==> src/rtl/csr_pkg.sv <==
// csr_pkg: CSR addresses, bit positions and op encoding shared by the CSR file
package csr_pkg;
    localparam logic [11:0] CSR_MSTATUS = 12'h300;
    localparam logic [11:0] CSR_MIE     = 12'h304;
    localparam logic [11:0] CSR_MTVEC   = 12'h305;
    localparam logic [11:0] CSR_MEPC    = 12'h341;
    localparam logic [11:0] CSR_MCAUSE  = 12'h342;
    localparam logic [11:0] CSR_MIP     = 12'h344;
    localparam logic [11:0] CSR_MCYCLE  = 12'hB00;
    localparam logic [11:0] CSR_MCYCLEH = 12'hB80;
    localparam int MSTATUS_MIE  = 3;
    localparam int MSTATUS_MPIE = 7;
    localparam int MIX_MT       = 7;
    localparam logic [31:0] MCAUSE_MTI = 32'h8000_0007;
    typedef enum logic [1:0] {CSR_NOP, CSR_RW, CSR_RS, CSR_RC} csr_op_e;
endpackage

==> src/rtl/csr_file_irq_sync.sv <==
// irq_sync: multi-flop synchroniser for an asynchronous level input
module irq_sync #(
    parameter int STAGES = 2
) (
    input  logic clk,
    input  logic rst,
    input  logic d,
    output logic q
);
    logic [STAGES-1:0] sync_q, sync_d;
    always_comb sync_d = {sync_q[STAGES-2:0], d};
    always_ff @(posedge clk or posedge rst) begin
        if (rst) sync_q <= '0;
        else     sync_q <= sync_d;
    end
    assign q = sync_q[STAGES-1];
endmodule

==> src/rtl/csr_file.sv <==
// csr_file: machine-mode CSRs, cycle counter, timer trap entry and MRET redirect
module csr_file
    import csr_pkg::*;
#(
    parameter int               XLEN        = 32,
    parameter logic [XLEN-1:0]  MTVEC_RESET = '0,
    parameter int               SYNC_STAGES = 2
) (
    input  logic            clk,
    input  logic            rst,
    input  logic            csr_rd,
    input  logic            csr_wr,
    input  logic            is_mret,
    input  logic [11:0]     csr_addr,
    input  logic [2:0]      csr_op,
    input  logic [XLEN-1:0] csr_wdata,
    input  logic [XLEN-1:0] pc,
    input  logic            timer_irq,
    output logic [XLEN-1:0] csr_rdata,
    output logic            trap_taken,
    output logic            redirect,
    output logic [XLEN-1:0] redirect_pc
);
    logic              mie_q, mie_d, mpie_q, mpie_d, mtie_q, mtie_d;
    logic [XLEN-1:0]   mtvec_q, mtvec_d, mepc_q, mepc_d, mcause_q, mcause_d;
    logic [2*XLEN-1:0] mcycle_q, mcycle_d;
    logic              mtip, wr_en, unused_op;
    logic [XLEN-1:0]   csr_old, wr_val, mstatus_v, mie_v, mip_v;
    csr_op_e           op;

    irq_sync #(.STAGES(SYNC_STAGES)) u_timer_sync (
        .clk (clk),
        .rst (rst),
        .d   (timer_irq),
        .q   (mtip)
    );

    assign op        = csr_op_e'(csr_op[1:0]);
    assign unused_op = csr_op[2];

    always_comb begin
        mstatus_v               = '0;
        mstatus_v[MSTATUS_MIE]  = mie_q;
        mstatus_v[MSTATUS_MPIE] = mpie_q;
        mie_v                   = '0;
        mie_v[MIX_MT]           = mtie_q;
        mip_v                   = '0;
        mip_v[MIX_MT]           = mtip;
        case (csr_addr)
            CSR_MSTATUS: csr_old = mstatus_v;
            CSR_MIE:     csr_old = mie_v;
            CSR_MTVEC:   csr_old = mtvec_q;
            CSR_MEPC:    csr_old = mepc_q;
            CSR_MCAUSE:  csr_old = mcause_q;
            CSR_MIP:     csr_old = mip_v;
            CSR_MCYCLE:  csr_old = mcycle_q[XLEN-1:0];
            CSR_MCYCLEH: csr_old = mcycle_q[2*XLEN-1:XLEN];
            default:     csr_old = '0;
        endcase
    end

    assign csr_rdata   = csr_rd ? csr_old : '0;
    assign trap_taken  = mie_q & mtie_q & mtip;
    assign redirect    = trap_taken | is_mret;
    assign redirect_pc = trap_taken ? mtvec_q : is_mret ? mepc_q : '0;
    assign wr_en       = csr_wr & ~trap_taken & (op != CSR_NOP);
    assign wr_val      = op == CSR_RW ? csr_wdata :
                         op == CSR_RS ? csr_old | csr_wdata : csr_old & ~csr_wdata;

    // trap wins over any write or MRET issued in the same cycle
    always_comb begin
        mie_d    = mie_q;
        mpie_d   = mpie_q;
        mtie_d   = mtie_q;
        mtvec_d  = mtvec_q;
        mepc_d   = mepc_q;
        mcause_d = mcause_q;
        mcycle_d = mcycle_q + 1'b1;
        if (trap_taken) begin
            mepc_d   = {pc[XLEN-1:2], 2'b00};
            mcause_d = XLEN'(MCAUSE_MTI);
            mpie_d   = mie_q;
            mie_d    = 1'b0;
        end else begin
            if (is_mret) begin
                mie_d  = mpie_q;
                mpie_d = 1'b1;
            end
            if (wr_en) begin
                case (csr_addr)
                    CSR_MSTATUS: begin
                        mie_d  = wr_val[MSTATUS_MIE];
                        mpie_d = wr_val[MSTATUS_MPIE];
                    end
                    CSR_MIE:     mtie_d   = wr_val[MIX_MT];
                    CSR_MTVEC:   mtvec_d  = {wr_val[XLEN-1:2], 2'b00};
                    CSR_MEPC:    mepc_d   = {wr_val[XLEN-1:2], 2'b00};
                    CSR_MCAUSE:  mcause_d = wr_val;
                    CSR_MCYCLE:  mcycle_d = {mcycle_q[2*XLEN-1:XLEN], wr_val};
                    CSR_MCYCLEH: mcycle_d = {wr_val, mcycle_q[XLEN-1:0]};
                    default: ;
                endcase
            end
        end
    end

    always_ff @(posedge clk or posedge rst) begin
        if (rst) begin
            mie_q    <= 1'b0;
            mpie_q   <= 1'b0;
            mtie_q   <= 1'b0;
            mtvec_q  <= {MTVEC_RESET[XLEN-1:2], 2'b00};
            mepc_q   <= '0;
            mcause_q <= '0;
            mcycle_q <= '0;
        end else begin
            mie_q    <= mie_d;
            mpie_q   <= mpie_d;
            mtie_q   <= mtie_d;
            mtvec_q  <= mtvec_d;
            mepc_q   <= mepc_d;
            mcause_q <= mcause_d;
            mcycle_q <= mcycle_d;
        end
    end
endmodule

==> config.mk <==
export PLATFORM = sky130hd
export DESIGN_NAME = csr_file
export DESIGN_NICKNAME = d
export VERILOG_FILES = /design/src/rtl/csr_pkg.sv /design/src/rtl/csr_file_irq_sync.sv /design/src/rtl/csr_file.sv
export SDC_FILE = /design/constraint.sdc
export NUM_CORES = 1
export LEC_CHECK = 0
export CORE_UTILIZATION = 36
export DETAILED_ROUTE_END_ITERATION = 7
export PLACE_DENSITY = 0.57
export SLEW_MARGIN = 20
export SYNTH_ARGS = -nofsm -noshare
export SYNTH_HDL_FRONTEND = slang
export SYNTH_SLANG_ARGS = --single-unit
export TNS_END_PERCENT = 100
==> constraint.sdc <==
create_clock -name clk -period 16.2 [get_ports clk]
set_clock_uncertainty 0.15 [all_clocks]
set_input_delay 3.24 -clock clk [delete_from_list [all_inputs] [get_ports clk]]
set_output_delay 3.24 -clock clk [all_outputs]
set_load 0.1 [all_outputs]
[After elaboration in Yosys (flattened, before gate mapping)]
Index checks and enable logic that the tools add are counted.
Storage, ports and cells
  register bits after elaboration: 163
  logic and storage cells: 62
Cells by class
  $add $sub $neg: 1
  equal/unequal tests: 12
  mux-type cells: 23
  bitwise operators: 9
  reduce and logical (&&, ||, !) cells: 8
Operators by type and width (number)
  32-bit 2-to-1 mux: 11
  32-bit case mux with 8 select lines: 1
  64-bit 2-to-1 mux: 2
  64-bit case mux with 2 select lines: 1
  12-bit by 10-bit == test with 1-bit output, second input constant: 6
  64-bit by 1-bit adder with 64-bit output, second input constant: 1
  32-bit AND: 1
  32-bit NOT: 1
  32-bit bitwise OR: 1
  12-bit == test, second input constant: 2
  1-bit 2-to-1 mux: 8
  2-bit nonzero test: 4
  3-bit inequality test, second input constant: 2
  3-bit AND reduction: 2
  1-bit AND: 4
  2-bit AND reduction: 2
  2-bit by 1-bit == test with 1-bit output, second input constant: 1
  2-bit == test, second input constant: 1
  1-bit NOT: 1
  1-bit bitwise OR: 1

[Logic depth before layout (Yosys ltp)]
  depth in word-level cells: 8
  gate-level depth with buffers: 9
  mapped depth without buffers: 7

[Modules after synthesis]
Synthesis repeated with hierarchy kept, for this count alone.
Unflattened totals
  cells, all modules: 1243
  area, all modules: 10781.6 um^2
Modules (own cells, without submodules)
  csr_file: times used 1, cells each 1240, area each 10727.8 um^2, seq. area each 3978.8 um^2
  irq_sync: times used 1, cells each 3, area each 53.8 um^2, seq. area each 50.0 um^2

[Worst setup path after synthesis]
No wires, ideal clock.
  kind: input to output
  start: input csr_addr[5]
  end: output csr_rdata[31]
  arrival: 6.520 ns
  data required time: 12.810 ns
  slack: 6.290 ns
  stages: 5
  buffers on the path: 1
  path through: or3_4 -> or3_1 -> buf_6 -> o22a_1 -> a21boi_0
On the way
  cells in the longest elaborated chain, start to end: 3
  elaborated cells on any way between the ends: 10
RTL lines
  start: declaration: RTL line csr_file.sv:14  | input logic [11:0] csr_addr,
  12-bit == test / 12-bit by 10-bit == test with 1-bit output (equally long branches): RTL line csr_file.sv:49  | case (csr_addr)
  32-bit case mux with 8 select lines *: RTL line csr_file.sv:49
  32-bit 2-to-1 mux *: RTL line csr_file.sv:62  | assign csr_rdata = csr_rd ? csr_old : '0;
  end: declaration: RTL line csr_file.sv:19  | output logic [XLEN-1:0] csr_rdata,
Mark *: on every way between the ends. The rest lies on a longest branch, timed or not.

[Final worst setup path]
  start: input csr_addr[0]
  end: output csr_rdata[18]
The elaborated chain is that of the path after synthesis.

==> PnR_summary.wiki <==
{| class="wikitable"
! Metric !! Value
|-
| Vias in the first global route || about 10k
|-
| Number of cells produced by synthesis || 1247
|-
| Antenna violations before repair || 0
|-
| Post-route cell area || between 10000 and 15000 µm²
|-
| Most frequent cells in the layout || 173 x sky130_fd_sc_hd__nand2_1, 161 x sky130_fd_sc_hd__dfrtp_1, 142 x sky130_fd_sc_hd__clkdlybuf4s50_1, 114 x sky130_fd_sc_hd__o21ai_0, 102 x sky130_fd_sc_hd__nand3_1
|-
| Number of flops mapped to enable cells by yosys || 0
|-
| Final period utilization || between 60% and 70%
|-
| Share of final-layout standard cells stronger than drive strength 1 || about 7.7%
|-
| Number of design rule violations left after detail routing || 0
|-
| Antenna cell count || 0
|-
| Die width || about 170 µm
|-
| Run status || finished, final reports clean
|-
| Share of synthesized registers carrying an async set or reset || 100%
|-
| Final WS setup || 5.21 ns
|-
| Highest routing layer actually used || met4
|-
| Crit start category || input pin
|-
| Cell chain of the critical path || clkdlybuf4s50_1 > nor3_1 > nand3_2 > o221ai_1 > and2_1 > clkdlybuf4s50_1
|-
| Slew HR || between 10% and 20%
|-
| Clock latency of the later-clocked register in the worst-skew pair || 0.44 ns
|-
| Worst-path fanout max || 32
|-
| CORE AREA || 28700 µm²
|-
| Required time at the endpoint of the critical path || approximately 13 ns
|-
| Shortest period the worst path allows || 10.99 ns
|-
| Number of distinct library cells after synthesis || 78
|-
| Final Hold Violating Endpoints || 0
|-
| Starting DRT DRC Count || roughly 1.3k
|-
| VDD IR max || 63.7 µV
|-
| Row count || 62
|-
| Met2 routed WL || around 20 mm
|-
| H-tree depth reported by CTS || 4
|-
| Met3 WL post-DR || around 2.8 mm
|-
| Class of the worst hold path || reg -> reg
|-
| Critical Path AT || between 7 and 8 ns
|-
| Number of pins exceeding their max-slew limit in the final report || 0
|-
| Root cell of the clock tree || sky130_fd_sc_hd__clkbuf_16
|-
| Final #Nets || between 1k and 1.5k
|-
| Util after Layout || approximately 44%
|-
| Residual antenna-violating net count after detailed routing || 0
|-
| Yosys warnings || 0
|-
| Die boundary height || between 150 and 200 µm
|-
| Syn avg cell area || around 8.4 µm²
|-
| Largest stage delay on the critical path || between 1 and 1.5 ns
|-
| Number of clock sinks seen by CTS || 161
|-
| Yosys reg bits || 161
|-
| FMAX || a little over 0.09 GHz
|-
| Leakage component of the power || slightly above 5 nW
|-
| Nature of the critical path endpoint || primary output
|-
| Unrepaired setup endpoints after global routing || false
|-
| Area of placed instances || between 10000 and 15000 µm²
|-
| Overall global routing resource usage || about 28%
|-
| Overall overflow remaining after global route || 0
|-
| # setup viols final || 0
|-
| Weighted congestion reported at the end of routability-driven placement || between 0.9 and 1
|-
| Routed wirelength normalized by instance count || 24.5 µm
|-
| Power per unit of standard cell area || between 70 and 80 nW/µm²
|-
| Number of ports placed on the die boundary || 151
|-
| Number of setup buffers added after CTS || 0
|-
| DRT met1 WL || 18.2 mm
|-
| IO buf count || 145
|-
| Primary flip-flop cell chosen by synthesis mapping || sky130_fd_sc_hd__dfrtp_1
|-
| Via-per-instance ratio || between 6 and 7
|-
| Die area || 29800 µm²
|-
| Maximum number of pins on one net before global-route repair || 94
|-
| Worst-Margin Slew || 1.23 ns
|-
| Clock-pin slew of the registers on the worst-case setup and hold paths || about 0.070 ns
|-
| Slowest CP cell || sky130_fd_sc_hd__clkdlybuf4s50_1
|-
| Maximum count of clock buffers along a single path || 2
|-
| Area overhead of the layout relative to synthesis || 21.5%
|-
| Cell Area, Synth || approximately 10000 µm²
|-
| Setup TNS || 0 ns
|-
| Startpoint of the worst register-to-register path || mtie_q
|-
| Detailed Route WL || ~42 mm
|-
| CTS Hold Bufs || 0
|-
| Leading cell type in the layout, fill and taps excluded || sky130_fd_sc_hd__nand2_1
|-
| Via count of the routed design || 10.7k
|-
| Type of the setup path with the least slack || in -> out
|-
| TritonCTS clock tree || yes
|-
| Register area share after synthesis || roughly two fifths
|-
| Max-cap violation count || 0
|-
| Number of buffers inserted during clock tree synthesis || 17
|-
| Starting utilization of the core area || a little over a third
|-
| Detailed-placement wirelength estimate || just under 30 mm
|-
| Start point of the critical path || csr_addr[0]
|-
| Hold Path Origin || u_timer_sync.sync_q[0]
|-
| Global-route wire length before repair || about 65 mm
|-
| Quantity of gates resized following cts || 0
|-
| Worst path most repeated cell || sky130_fd_sc_hd__clkdlybuf4s50_1
|-
| Detailed Routing Iterations Pass 1 || 6
|-
| Minimum setup slack after placement || 5.26 ns
|}
[registers in the layout, summed over array words and instances, names as in the netlist]
signal               flops
mie_q                    1
mcycle_q                64
mpie_q                   1
mcause_q                32
u_timer_sync.sync_q      2
mtie_q                   1
mtvec_q                 30
mepc_q                  30
[area by class of cell]
class / count / area, µm²
fill: 2896 / 16000
multi-input combinational: 976 / 6020
sequential: 161 / 4030
timing repair buffer: 168 / 1610
tap: 384 / 480
clock buffer: 18 / 429
clock inverter: 14 / 140
inverter: 11 / 46.3
[cells in the mapped netlist (4+ instances only)]
library cell / count / area share [%]
sky130_fd_sc_hd__nor2_1: 40 / 1.4
sky130_fd_sc_hd__nand3_1: 105 / 5.0
sky130_fd_sc_hd__nand2b_1: 6 / 0.36
sky130_fd_sc_hd__a21oi_1: 76 / 3.6
sky130_fd_sc_hd__buf_6: 4 / 0.43
sky130_fd_sc_hd__o21ai_1: 4 / 0.19
sky130_fd_sc_hd__nand3b_1: 7 / 0.50
sky130_fd_sc_hd__dfrtp_1: 161 / 38
sky130_fd_sc_hd__nor3_2: 5 / 0.48
sky130_fd_sc_hd__buf_1: 11 / 0.39
sky130_fd_sc_hd__nor4_1: 9 / 0.54
sky130_fd_sc_hd__nand2_1: 173 / 6.2
sky130_fd_sc_hd__and4_1: 8 / 0.67
sky130_fd_sc_hd__o221ai_1: 26 / 2.2
sky130_fd_sc_hd__a21o_1: 15 / 1.1
sky130_fd_sc_hd__clkbuf_1: 48 / 1.7
sky130_fd_sc_hd__and3_1: 22 / 1.3
sky130_fd_sc_hd__a221oi_1: 10 / 0.83
sky130_fd_sc_hd__nand4_1: 21 / 1.3
sky130_fd_sc_hd__o21ai_0: 114 / 5.4
sky130_fd_sc_hd__a22oi_1: 52 / 3.7
sky130_fd_sc_hd__inv_1: 11 / 0.39
sky130_fd_sc_hd__a211oi_1: 21 / 1.5
sky130_fd_sc_hd__buf_2: 33 / 1.6
sky130_fd_sc_hd__nor2b_1: 6 / 0.36
sky130_fd_sc_hd__and2_1: 33 / 2.0
sky130_fd_sc_hd__o21a_1: 5 / 0.36
sky130_fd_sc_hd__o22ai_1: 31 / 1.8
sky130_fd_sc_hd__xnor2_1: 30 / 2.5
sky130_fd_sc_hd__mux2i_1: 38 / 3.6
sky130_fd_sc_hd__xor2_1: 9 / 0.75
sky130_fd_sc_hd__mux2_2: 10 / 1.1
sky130_fd_sc_hd__o31ai_1: 4 / 0.29
sky130_fd_sc_hd__nor3_1: 31 / 1.5
[final timing paths]
path                                     endpoint  slack [ns]  cells after the start
hold / removal             u_timer_sync.sync_q[1]        0.20                      0
hold reg to reg            u_timer_sync.sync_q[1]        0.20                      0
min in group asynchronous             mtvec_q[20]        3.19                      2
setup reg to reg                       mepc_q[21]       12.74                      9
max in group asynchronous            mcycle_q[49]       11.16                      3
setup / recovery                    csr_rdata[18]        5.21                      6
[power by group]
| part | internal [mW] | switching [mW] |
|---|---|---|
| registers | 0.417 | 0.0255 |
| clock network | 0.204 | 0.196 |
| logic | 0.0533 | 0.0917 |
| total | 0.675 | 0.313 |
[metrics by stage]
| step | instances | hold WS (ns) | power, mW |
|---|---|---|---|
| floorplan | 1248 | 0.181 | 0.530 |
| global placement | 1700 | 0.186 | 0.590 |
| global route | 1732 | 0.214 | 1.02 |
| finish | 1732 | 0.200 | 0.988 |
| CTS | 1732 | 0.202 | 0.989 |
| detailed placement | 1700 | 0.186 | 0.593 |
[per-layer routing]
layer  GRT usage, %  up-vias
li1               -     4814
met1           38.5     5253
met2           46.6      516
met3           3.98       69
met4           9.88        0
met5              0        -
[worst max-delay path, delay by kind of cell]
family | cells | cell delay [ns]
simple gates | 3 | 1.51
compound gates | 1 | 0.98
buf+inv | 2 | 1.85
[kinds of logic after synthesis]
group                      count (synthesis)  share of synthesized area [%]
DFF                                      161                           38.4
and+or+nand+nor                          492                           24.2
xor gates and xnor gates                  39                           3.26
muxes                                     50                           4.91
adders and majority gates                  1                          0.119
buffers and inverters                    111                           4.77
AOI/OAI and AO/OA                        392                           24.3
other                                      1                         0.0357
Note: power is estimated with default switching activity, not from simulation.
==> RTL edit 1, RTL diff (same flow settings) <==
The parameter `SYNC_STAGES` goes from 2 to 4.
--- a/src/rtl/csr_file.sv
+++ b/src/rtl/csr_file.sv
@@ -4,7 +4,7 @@
 #(
     parameter int               XLEN        = 32,
     parameter logic [XLEN-1:0]  MTVEC_RESET = '0,
-    parameter int               SYNC_STAGES = 2
+    parameter int               SYNC_STAGES = 4
 ) (
     input  logic            clk,
     input  logic            rst,
Check against the original RTL: not equivalent (Yosys sat finds a counterexample within 4 cycles, from zero or initial values and one cycle with rst high).
==> RTL edit 1 against the original RTL <==
First-iteration DRC count is 2.3% higher. Total power grew 16%. Routed wire length is 3.3% higher. Clock power up 4%. Combinational power increased by 76%. Sequential share of layout area down 0.77 points. Area after synthesis is 4.5% higher. Setup slack improved by 0.040 ns. Cell area rose by 3.8%. Sequential cell count rose by 2. Register-to-register slack lost 0.10 ns. Critical path type unchanged. Highest routed layer unchanged.
==> RTL edit 1: results (changes against the original RTL) <==
[setup_path]
cp-startpoint = csr_addr[5]
reg2reg_from = mcycle_q[12]$_DFFE_PP0P_
reg2reg_depth = 6  ; -3
critPathMaxStageDelay_ns = 1.15  ; +0.02 ns
cpLargestDelayFamily = simple AND/OR/NAND/NOR gates
cp_max_fo = 15  ; -53%
cp_data_arrival_time_ns = 7.56  ; -0.04 ns
crit_slowest_cell = clkdlybuf4s50_1
r2r_end = mcycle_q[35]$_DFFE_PP0P_
endpoint = csr_rdata[8]
reg2reg_setup_slack_ns = 12.64  ; -0.10 ns

[min_path]
hold_class = flip-flop to flip-flop

[route]
avgRoutedWirePerCell_um = 24.3  ; -0.84%
drt-pass1-iter-count = 5  ; -1
num_vias = 11300  ; +6.4%
drt_iter0_drc = 1294  ; +2.3%

[cells_and_area]
top_regs = mcycle_q x64, mcause_q x32
drive_gt1_frac = 0.0771  ; about the same
nNetsFinal = 1487  ; +4.6%
antenna_cells = 0  ; unchanged

[synth]
synth_area_leaders = dfrtp_1, o21ai_0, nand2_1
yosysSeqAreaShare = 0.372  ; -0.0121
ys_async_sr_fraction = 1.00  ; unchanged
synthDistinctLibCells = 82  ; +5.1%
synthTopCellsByCount = nand2_1, dfrtp_1, o21ai_0
yosysWarnings = 0  ; unchanged
synth_top_flop_cell = dfrtp_1

[clock_tree]
clk_latency_ns = 0.45
cts_root_buf = clkbuf_16
cts-buffers-inserted = 17  ; unchanged
post_cts_resized = 0  ; unchanged
cts_setup_buffers = 0  ; unchanged
cts.path.max_buffers = 2  ; unchanged
clkTransAtPathRegs_ns = 0.08
htreeDepth = 4  ; unchanged

[placement]
gp_congestion = 0.941  ; +0.80%
portBuffers = 145  ; unchanged
hpwl_mm = 30.6  ; +5.2%

[run_status]
status = finished, final reports clean

[power_and_ir_drop]
ir_drop_uv = 62.6  ; -1.8%
power_leakage_uw = 0.00504  ; -1.0%

[grt]
grt_start_max_net_pins = 85  ; -9.6%
grt_pass1_wl_mm = 66.7  ; +3.0%
grtUsageTotal = 0.285  ; about the same
antenna_found_initial = 0  ; unchanged

[timing]
setup_violations = 0  ; unchanged
tightest_slew_ns = 1.08  ; -0.147 ns

-- RTL edit 1: cell count changes after synthesis, sizes merged, moves of 10 or more --
cell,delta
a211oi,-16
clkbuf,+17
and2,-17
a21oi,-37
nor3,-10
nor4,+15
o211ai,+14
o22ai,-21
nor2,+12
o21ai,+53
nand3,+14
-- RTL edit 1: metal layers --
metal,wire [µm],vias to the layer above,global-route usage
li1,-,5117,-
met1,18900,5581,0.393
met2,20200,566,0.453
met3,3040,73,0.0299
met4,1730,0,0.120
met5,0,-,0
-- RTL edit 1: report_power, final --
part	internal, µW	switching (µW)	total [µW]
logic	80.8	174	255
clock network	212	206	417
registers	435	34.3	470
total	728	414	1140
-- RTL edit 1: cell type report --
type,instances,area [µm²]
clock buffers,18,439
clock inverters,14,153
fillers,3019,16600
inverters,18,72.6
multi-input cells,1034,6400
flip-flops and latches,163,4080
well taps,390,488
repair buffers,167,1600
-- RTL edit 1: worst min path at each step --
stage / start / endpoint / slack, ns / cells past startpoint
2_1_floorplan: u_timer_sync.sync_q[0]$_DFF_PP0_ / u_timer_sync.sync_q[1]$_DFF_PP0_ / 0.18 / 0
3_3_place_gp: u_timer_sync.sync_q[0]$_DFF_PP0_ / u_timer_sync.sync_q[1]$_DFF_PP0_ / 0.19 / 0
3_5_place_dp: u_timer_sync.sync_q[2]$_DFF_PP0_ / u_timer_sync.sync_q[3]$_DFF_PP0_ / 0.19 / 0
4_1_cts: u_timer_sync.sync_q[0]$_DFF_PP0_ / u_timer_sync.sync_q[1]$_DFF_PP0_ / 0.20 / 0
5_1_grt: u_timer_sync.sync_q[0]$_DFF_PP0_ / u_timer_sync.sync_q[1]$_DFF_PP0_ / 0.21 / 0
6_report: u_timer_sync.sync_q[0]$_DFF_PP0_ / u_timer_sync.sync_q[1]$_DFF_PP0_ / 0.20 / 0
-- RTL edit 1: per-stage QoR --
stage,hold slack (ns),instance area [µm²],setup WS (ns),utilization,cells
6_report,0.195,13200,5.25,0.444,1804
5_1_grt,0.214,13200,5.14,0.444,1804
4_1_cts,0.205,13200,5.32,0.444,1804
3_5_place_dp,0.188,12600,5.32,0.424,1772
3_3_place_gp,0.186,12600,5.32,0.424,1772
2_1_floorplan,0.181,11000,6.12,-,1323
-- RTL edit 1: logic make-up (layout without fill, tap and decap cells) --
group,count (synthesis),count (layout),share of synthesized area
and+or+nand+nor,517,517,0.247
other,1,2,0.000342
AOI/OAI and AO/OA,426,426,0.255
adders and majority gates,1,1,0.00114
DFF,163,163,0.372
muxes,48,48,0.0453
xor gates and xnor gates,40,40,0.0319
buffers and inverters,126,217,0.0478
==> RTL edit 2, RTL diff (same flow settings) <==
Without the edit above. Reset style: synchronous (`rst`), changed in 2 clocked blocks. Comments in the files are not updated.
--- a/src/rtl/csr_file_irq_sync.sv
+++ b/src/rtl/csr_file_irq_sync.sv
@@ -9,7 +9,7 @@
 );
     logic [STAGES-1:0] sync_q, sync_d;
     always_comb sync_d = {sync_q[STAGES-2:0], d};
-    always_ff @(posedge clk or posedge rst) begin
+    always_ff @(posedge clk) begin
         if (rst) sync_q <= '0;
         else     sync_q <= sync_d;
     end
--- a/src/rtl/csr_file.sv
+++ b/src/rtl/csr_file.sv
@@ -104,7 +104,7 @@
         end
     end
 
-    always_ff @(posedge clk or posedge rst) begin
+    always_ff @(posedge clk) begin
         if (rst) begin
             mie_q    <= 1'b0;
             mpie_q   <= 1'b0;
Function: changed (Yosys sat finds a counterexample within 4 cycles, from zero or initial values and one cycle with rst high; the reset may be asserted at any time).
==> RTL edit 2 against the original RTL <==
Global-route usage up 2.5 points. Setup slack improved by 0.33 ns. Area after synthesis shrank 1.4%. Sequential cell count unchanged. Clock power up 6.5%. Die area decreased by 1.4%. Total power is 5.9% lower. Routed wire length rose by 7.8%. Largest cell class unchanged. Cell area down 0.97%.
==> RTL edit 2: results (changes against the original RTL) <==
[placement]
dp_slack_ns = 5.37  ; +0.110 ns
postPlaceCellArea_um2 = 12000  ; -1.1%
portBuffers = 145  ; unchanged
hpwl_mm = 32.0  ; +9.9%
gp_congestion = 0.913  ; -2.2%

[grt]
antenna_found_initial = 1  ; +1
grt_pass1_vias = 10700  ; +6.0%
grt_start_max_net_pins = 57  ; -39%
met1_usage = 0.449  ; +0.0642
grtUsageMet3 = 0.0437  ; +0.00392
grtUsageTotal = 0.310  ; +0.0253
met2_usage = 0.475  ; +0.00905
grt_pass1_wl_mm = 68.2  ; +5.3%

[setup_path]
cp_data_arrival_time_ns = 7.27  ; -0.33 ns
cp_max_fo = 24  ; -25%
reg2reg_setup_slack_ns = 12.61  ; -0.13 ns
endpoint = csr_rdata[3]
reg2reg_from = mie_q$_SDFF_PP0_
r2r_end = mcause_q[9]$_SDFFE_PP0P_
cpLargestDelayFamily = buffers and inverters
cp-startpoint = csr_addr[3]
critPathMaxStageDelay_ns = 1.22  ; +0.09 ns

[synth]
synth_cells = 1417  ; +14%
synthDistinctLibCells = 73  ; -6.4%
ys_async_sr_fraction = 0  ; -1.00
synth_top_flop_cell = dfxtp_1
synthTopCellsByCount = nand2_1, dfxtp_1, nand3_1
synth_area_leaders = dfxtp_1, nand2_1, nand3_1
yosysSeqAreaShare = 0.311  ; -0.0724

[timing]
fmax_mhz = 93.8  ; +3.1%
relSlewSlack = 0.203  ; +0.0290
holdWs_ns = 0.300  ; +0.100 ns

[cells_and_area]
drive_gt1_frac = 0.0723  ; -0.00487
nNetsFinal = 1581  ; +11%
final_cells = 1886  ; +8.9%

[route]
dr_wl_met3_mm = 4.21  ; +48%
drt-pass1-iter-count = 6  ; unchanged
avgRoutedWirePerCell_um = 24.3  ; -0.98%
num_vias = 11900  ; +12%
wl_met2_mm = 20.2  ; -0.40%
topRoutingLayerUsed = met4
drt_iter0_drc = 1470  ; +16%
wl_met1_mm = 20.4  ; +13%

[clock_tree]
clk_latency_ns = 0.45
cts_setup_buffers = 0  ; unchanged
clkTransAtPathRegs_ns = 0.08
post_cts_resized = 0  ; unchanged
cts-buffers-inserted = 17  ; unchanged

[power_and_ir_drop]
ir_drop_uv = 51.2  ; -20%
power_leakage_uw = 0.00421  ; -17%

[min_path]
min_from = u_timer_sync.sync_q[0]$_SDFF_PP0_
hold_path_depth = 1  ; +1
worstHoldEndpoint = u_timer_sync.sync_q[1]$_SDFF_PP0_

[run_status]
status = finished, final reports clean

[run]
max_cap_violations = 0  ; unchanged

## RTL edit 2: area by class of cell
class | count | area [µm²]
sequential | 161 | 3220
tap | 378 | 473
fill | 2863 | 15400
multi-input combinational | 1120 | 6610
clock buffer | 17 | 425
timing repair buffer | 174 | 1650
clock inverter | 15 | 168
inverter | 21 | 78.8
## RTL edit 2: kinds of logic (layout without fill, tap and decap cells)
logic type / count (synthesis) / after routing / synth area share
mux: 28 / 28 / 0.0284
flops: 161 / 161 / 0.311
simple gates: 604 / 604 / 0.289
xor+xnor: 49 / 49 / 0.0415
other cells: 1 / 2 / 0.000362
compound gates: 436 / 436 / 0.275
buf+inv: 137 / 227 / 0.0530
fa+ha+maj: 1 / 1 / 0.00121
## RTL edit 2: where the power goes
group          switching, µW  internal, µW  total, µW  leakage [µW]
Clock                    205           221        426      0.000291
Sequential              2.43           397        399       0.00130
Combinational           66.7          37.9        105       0.00262
Total                    274           656        930       0.00421
